===== config.mk =====
export PLATFORM = sky130hd
export DESIGN_NAME = inst_fetch
export DESIGN_NICKNAME = d
export VERILOG_FILES = /design/src/rtl/inst_fetch_pkg.sv /design/src/rtl/inst_fetch_icache.sv /design/src/rtl/inst_fetch.sv
export SDC_FILE = /design/constraint.sdc
export NUM_CORES = 1
export LEC_CHECK = 0
export CORE_MARGIN = 2
export CORE_UTILIZATION = 50
export DETAILED_ROUTE_END_ITERATION = 6
export PLACE_DENSITY = 0.83
export SYNTH_ARGS = -nofsm -noshare
export SYNTH_HDL_FRONTEND = slang
export SYNTH_HIERARCHICAL = 1
export SYNTH_SLANG_ARGS = --single-unit

===== constraint.sdc =====
create_clock -name clk -period 6.1 [get_ports clk]
set_clock_uncertainty 0.05 [all_clocks]
set_input_delay 0.61 -clock clk [delete_from_list [all_inputs] [get_ports clk]]
set_output_delay 0.61 -clock clk [all_outputs]
set_load 0.01 [all_outputs]

===== src/rtl/inst_fetch_pkg.sv =====
// Shared definitions for the instruction-fetch stage: word widths, bubble
// encoding, reset level and the fetch FSM state encoding.
package inst_fetch_pkg;

  localparam int          ADDR_LEN     = 32;
  localparam int          INST_LEN     = 32;
  localparam logic [31:0] ZERO_WORD    = 32'h0000_0000;
  localparam logic        RESET_ENABLE = 1'b1;

  typedef enum logic [1:0] {
    FS_IDLE    = 2'd0,
    FS_BUSY    = 2'd1,
    FS_DISCARD = 2'd2,
    FS_VALID   = 2'd3
  } fetch_state_e;

endpackage


===== src/rtl/inst_fetch_icache.sv =====
// Direct-mapped instruction cache: combinational lookup port plus a
// single-cycle fill port. Only the valid bits are cleared by reset.
module inst_fetch_icache
  import inst_fetch_pkg::*;
#(
  parameter int ADDR_W = ADDR_LEN,
  parameter int INST_W = INST_LEN,
  parameter int LINES  = 64
) (
  input  logic              clk,
  input  logic              rst,
  input  logic [ADDR_W-1:0] lk_addr,
  output logic              lk_hit,
  output logic [INST_W-1:0] lk_data,
  input  logic              fill_we,
  input  logic [ADDR_W-1:0] fill_addr,
  input  logic [INST_W-1:0] fill_data
);

  localparam int IDX_W = $clog2(LINES);
  localparam int TAG_W = ADDR_W - IDX_W - 2;

  logic [TAG_W-1:0]  tag_mem  [LINES];
  logic [INST_W-1:0] data_mem [LINES];
  logic [LINES-1:0]  valid_q, valid_d;

  logic [IDX_W-1:0] lk_idx, fill_idx;
  logic             unused_lsbs;

  assign lk_idx      = lk_addr[IDX_W+1:2];
  assign fill_idx    = fill_addr[IDX_W+1:2];
  assign unused_lsbs = ^{lk_addr[1:0], fill_addr[1:0]};

  assign lk_hit  = valid_q[lk_idx] && (tag_mem[lk_idx] == lk_addr[ADDR_W-1:IDX_W+2]);
  assign lk_data = data_mem[lk_idx];

  always_comb begin
    valid_d = valid_q;
    if (fill_we) valid_d[fill_idx] = 1'b1;
  end

  always_ff @(posedge clk) begin
    if (rst == RESET_ENABLE) valid_q <= '0;
    else                     valid_q <= valid_d;
  end

  // NOTE: tag/data arrays are deliberately not reset; the valid bits alone
  // make stale contents unreachable, and leaving them out keeps the arrays RAM-mappable.
  always_ff @(posedge clk) begin
    if (fill_we) begin
      tag_mem[fill_idx]  <= fill_addr[ADDR_W-1:IDX_W+2];
      data_mem[fill_idx] <= fill_data;
    end
  end

endmodule


===== src/rtl/inst_fetch.sv =====
// Instruction-fetch stage: owns the PC, issues word reads and presents if_pc/if_inst.
// Optional direct-mapped icache enabled by defining INST_FETCH_ICACHE_EN.
module inst_fetch
  import inst_fetch_pkg::*;
#(
  parameter int ADDR_W       = ADDR_LEN,
  parameter int INST_W       = INST_LEN,
  parameter int ICACHE_LINES = 64
) (
  input  logic              clk,
  input  logic              rst,
  input  logic [5:0]        stall,
  input  logic              jump_en,
  input  logic [ADDR_W-1:0] jump_addr,
  output logic              mem_req,
  output logic [ADDR_W-1:0] mem_addr,
  input  logic              mem_ready,
  input  logic [INST_W-1:0] mem_data,
  output logic [ADDR_W-1:0] if_pc,
  output logic [INST_W-1:0] if_inst,
  output logic              stall_req
);

  if ((ICACHE_LINES < 2) || ((ICACHE_LINES & (ICACHE_LINES - 1)) != 0)) begin : g_bad_lines
    $error("ICACHE_LINES must be a power of two");
  end

  fetch_state_e      state_q, state_d;
  logic [ADDR_W-1:0] pc_q, pc_d;
  logic              mem_req_q, mem_req_d;
  logic [ADDR_W-1:0] mem_addr_q, mem_addr_d;
  logic [ADDR_W-1:0] if_pc_q, if_pc_d;
  logic [INST_W-1:0] if_inst_q, if_inst_d;
  logic              stall_req_q, stall_req_d;

  logic ready;
  logic issue;
  logic fill_we;
  logic unused_stall;

  assign ready        = mem_ready & mem_req_q;  // a response with no request outstanding is noise
  assign unused_stall = ^stall[5:2];

`ifdef INST_FETCH_ICACHE_EN
  logic              lk_hit;
  logic [INST_W-1:0] lk_data;

  inst_fetch_icache #(
    .ADDR_W (ADDR_W),
    .INST_W (INST_W),
    .LINES  (ICACHE_LINES)
  ) u_icache (
    .clk       (clk),
    .rst       (rst),
    .lk_addr   (pc_q),
    .lk_hit    (lk_hit),
    .lk_data   (lk_data),
    .fill_we   (fill_we),
    .fill_addr (mem_addr_q),
    .fill_data (mem_data)
  );
`endif

  // NOTE: every always_comb output gets a default first, so no path can infer a latch.
  always_comb begin
    state_d    = state_q;
    pc_d       = pc_q;
    mem_req_d  = mem_req_q;
    mem_addr_d = mem_addr_q;
    if_pc_d    = if_pc_q;
    if_inst_d  = if_inst_q;
    fill_we    = 1'b0;
    issue      = 1'b0;

    unique case (state_q)
      FS_IDLE:  issue = 1'b1;
      FS_BUSY: begin
        if (ready) begin
          if_inst_d = mem_data;
          if_pc_d   = mem_addr_q;
          if (!stall[0]) pc_d = pc_q + ADDR_W'(4);
          mem_req_d = 1'b0;
          fill_we   = 1'b1;
          state_d   = FS_VALID;
        end
      end
      FS_VALID: issue = !stall[1];
      FS_DISCARD: begin
        if (ready) begin
          mem_req_d = 1'b0;
          state_d   = FS_IDLE;
        end
      end
      default: state_d = FS_IDLE;
    endcase

    if (issue) begin
`ifdef INST_FETCH_ICACHE_EN
      if (lk_hit) begin
        if_inst_d = lk_data;
        if_pc_d   = pc_q;
        if (!stall[0]) pc_d = pc_q + ADDR_W'(4);
        state_d   = FS_VALID;
      end else
`endif
      begin
        mem_req_d  = 1'b1;
        mem_addr_d = pc_q;
        state_d    = FS_BUSY;
      end
    end

    // Redirect wins over everything above: drop any new request or fill, keep the
    // address stable for a fetch that is still outstanding.
    if (jump_en) begin
      pc_d       = jump_addr;
      if_inst_d  = INST_W'(ZERO_WORD);
      if_pc_d    = if_pc_q;
      mem_addr_d = mem_addr_q;
      mem_req_d  = mem_req_q;
      fill_we    = 1'b0;
      unique case (state_q)
        FS_BUSY: begin
          if (ready) begin
            mem_req_d = 1'b0;
            state_d   = FS_IDLE;
          end else begin
            state_d   = FS_DISCARD;
          end
        end
        FS_DISCARD: state_d = FS_DISCARD;
        default:    state_d = FS_IDLE;
      endcase
    end

    stall_req_d = (state_d != FS_VALID);
  end

  // NOTE: sequential state uses non-blocking assignments so every flop samples
  // the pre-edge values regardless of process ordering.
  always_ff @(posedge clk) begin
    if (rst == RESET_ENABLE) begin
      state_q     <= FS_IDLE;
      pc_q        <= '0;
      mem_req_q   <= 1'b0;
      mem_addr_q  <= '0;
      if_pc_q     <= '0;
      if_inst_q   <= '0;
      stall_req_q <= 1'b0;
    end else begin
      state_q     <= state_d;
      pc_q        <= pc_d;
      mem_req_q   <= mem_req_d;
      mem_addr_q  <= mem_addr_d;
      if_pc_q     <= if_pc_d;
      if_inst_q   <= if_inst_d;
      stall_req_q <= stall_req_d;
    end
  end

  assign mem_req   = mem_req_q;
  assign mem_addr  = mem_addr_q;
  assign if_pc     = if_pc_q;
  assign if_inst   = if_inst_q;
  assign stall_req = stall_req_q;

endmodule


==> impl_metrics.json <==
{
  "place.gp.congestion": 0.865,
  "synth_fa_ha_area_frac": 0.0140,
  "io_buffers": 167,
  "syn_inst": 634,
  "tightest_slew_ps": 1270,
  "ant_nets": 0,
  "yosysWarnings": 6,
  "synth_mux_area_frac": 0.0677,
  "synth_xor_area_frac": 0.00983,
  "pre_cts_ws_ps": 2500,
  "synth_top_family_by_area": "simple AND/OR/NAND/NOR gates",
  "synth_simple_gate_area_share": 0.221,
  "timing.final.crit_share": 0.513,
  "ios": 172,
  "diodes": 0,
  "final_common_cell": "clkdlybuf4s50_1",
  "syn_to_final_growth_pct": 43.5,
  "power.density_nw_per_um2": 280,
  "first_iter_violations": 283,
  "fin_ws_ps": 2970,
  "ctsHoldBuffers": 0,
  "drv_slew": 0,
  "final_area_sq_um": 7670,
  "power_w": 0.00215,
  "critPathLaunchType": "primary input",
  "worst_skew_pair.late_latency_ps": 520,
  "syn_avg_cell_area_sq_um": 8.43,
  "synth_area_leaders": "dfxtp_1 49%, nand2_1 10%, mux2i_1 6.6%",
  "fin_tns_setup_ps": 0,
  "cts_setup_buffers": 0,
  "track_usage": 0.264,
  "final-setup-viol-count": 0,
  "synth_compound_area_frac": 0.151,
  "clockRootBuffer": "clkbuf_8",
  "grt_pass1_wl_mm": 24.1,
  "status": "finished clean",
  "hp-class": "flop to flop",
  "max_freq_mhz": 320,
  "place_area_sq_um": 7050,
  "period_minus_slack_ps": 3130,
  "vias": 5201,
  "synth_nets": 714,
  "ir_drop_mv": 0.176,
  "rsz0062_at_grt": "false",
  "h-tree-depth": 4,
  "end_kind": "flop",
  "critPathArrivalTime_ps": 3540,
  "maxCapViolations": 0,
  "fin_nets": 860,
  "first_global_vias": 4968,
  "final_cell_mix": "166 x clkdlybuf4s50_1, 143 x nand2_1, 132 x dfxtp_1, 67 x a21oi_1, 67 x nor2_1",
  "initial_core_util": 0.515,
  "ys_seq_area_frac": 0.494,
  "path_clk_slew_ps": 60,
  "die_w_um": 107,
  "crit_type": "primary input to flop",
  "tritoncts": "done",
  "dpl.hpwl_mm": 10.0,
  "grt_max_degree": 97,
  "final-hold-violation-count": 0,
  "leakage_nw": 2.61,
  "drive_gt1_frac": 0.0555,
  "antenna_found_initial": 0,
  "cp_data_required_time_ps": 6510,
  "core_area_sq_um": 10400,
  "die_y_um": 107,
  "synth_cell_types": 42,
  "cts_resized": 0,
  "num_rows": 37,
  "synth-seq-cells": 132,
  "clock-sinks": 132,
  "drt_first_pass_iters": 5,
  "clockBufferDepth": 2,
  "hold_ws_ps": 403,
  "syn-cell-area_sq_um": 5340,
  "crit_fanout": 54,
  "postRouteWirelength_mm": 15.0,
  "wl_per_cell_um": 16.1,
  "synth_largest_area_cell": "dfxtp_1",
  "slew_headroom": 0.151,
  "netlist.area_leader.share": 0.494,
  "cts-buffers-inserted": 17,
  "via_per_inst": 5.60,
  "die-area_sq_um": 11500,
  "drc_errors": 0,
  "grt_overflow": 0
}
-- per-layer routing --
metal  GRT usage  part of all wire
met1       0.330              0.41
met4      0.0916             0.018
met2       0.436              0.49
met5           0                 0
met3      0.0751             0.089
-- state kept, by name, summed over array words and instances, names as in the netlist --
name and count:
if_inst 32, if_pc 32, mem_addr 32, pc_q 32
state_q 2, mem_req 1, stall_req 1
-- metrics by stage --
| step | util | std cells |
|---|---|---|
| floorplan | - | 634 |
| global placement | 0.680 | 897 |
| detailed placement | 0.680 | 897 |
| finish | 0.740 | 929 |
| global route | 0.740 | 929 |
| CTS | 0.740 | 929 |
-- power by group --
part           switching (W)  leakage, nW  total (W)  internal [W]
sequential         0.0000308         1.07   0.000919      0.000888
clock               0.000394        0.303    0.00106      0.000668
combinational      0.0000775         1.24   0.000169     0.0000914
total               0.000503         2.61    0.00215       0.00165
-- critical path, cell delays in order --
cell             delay [ps]
clkdlybuf4s50_1         390
buf_4                   220
inv_2                   670
nand2_1                 950
nor3_1                  450
a221o_1                 200
-- final timing paths --
check / from / end / slack (ps) / cells past startpoint
hold reg to reg: if_pc[8]$_SDFFE_PP0P_ / if_pc[8]$_SDFFE_PP0P_ / 400 / 2
setup reg to reg: state_q[1]$_SDFF_PP0_ / pc_q[22]$_SDFFE_PP0P_ / 3160 / 6
hold / removal: if_pc[8]$_SDFFE_PP0P_ / if_pc[8]$_SDFFE_PP0P_ / 400 / 2
setup / recovery: jump_en / pc_q[31]$_SDFFE_PP0P_ / 2970 / 6
-- cells in the mapped netlist --
cell type / number
nand2_1: 143
dfxtp_1: 132
nor2_1: 68
a21oi_1: 67
clkbuf_1: 38
mux2i_1: 35
a311oi_1: 15
o21ai_0: 11
or4_1: 11
inv_1: 10
nand4_1: 9
o31ai_1: 9
nand3_1: 8
a211oi_1: 7
ha_1: 6
nor3_1: 6
nor4_1: 6
or3_1: 6
xnor2_1: 6
and4_1: 4
buf_2: 4
a31oi_1: 3
nand2b_1: 3
o41a_1: 3
a2111oi_0: 2
a221o_1: 2
buf_1: 2
nor2b_1: 2
o311a_1: 2
o31a_1: 2
and2_1: 1
and3_1: 1
buf_6: 1
inv_2: 1
mux2_2: 1
nand4b_1: 1
nor3b_1: 1
o211ai_1: 1
o221a_2: 1
o32a_1: 1
o41ai_1: 1
or4_4: 1
-- cell type report --
class / count / area (sq um)
Fill cell: 754 / 2700
Sequential cell: 132 / 2640
Multi-Input combinational cell: 446 / 2490
Timing Repair Buffer: 172 / 1700
Clock buffer: 17 / 414
Clock inverter: 15 / 204
Tap cell: 136 / 170
Inverter: 11 / 41.3
-- logic make-up (layout without fill, tap and decap cells) --
family                     count (synthesis)  in the layout
DFF                                      132            132
adders and majority gates                  6              6
AOI/OAI and AO/OA                        127            127
and+or+nand+nor                          271            271
muxes                                     36             36
xor gates and xnor gates                   6              6
buffers and inverters                     56            215
Note: power is estimated with default switching activity, not from simulation.
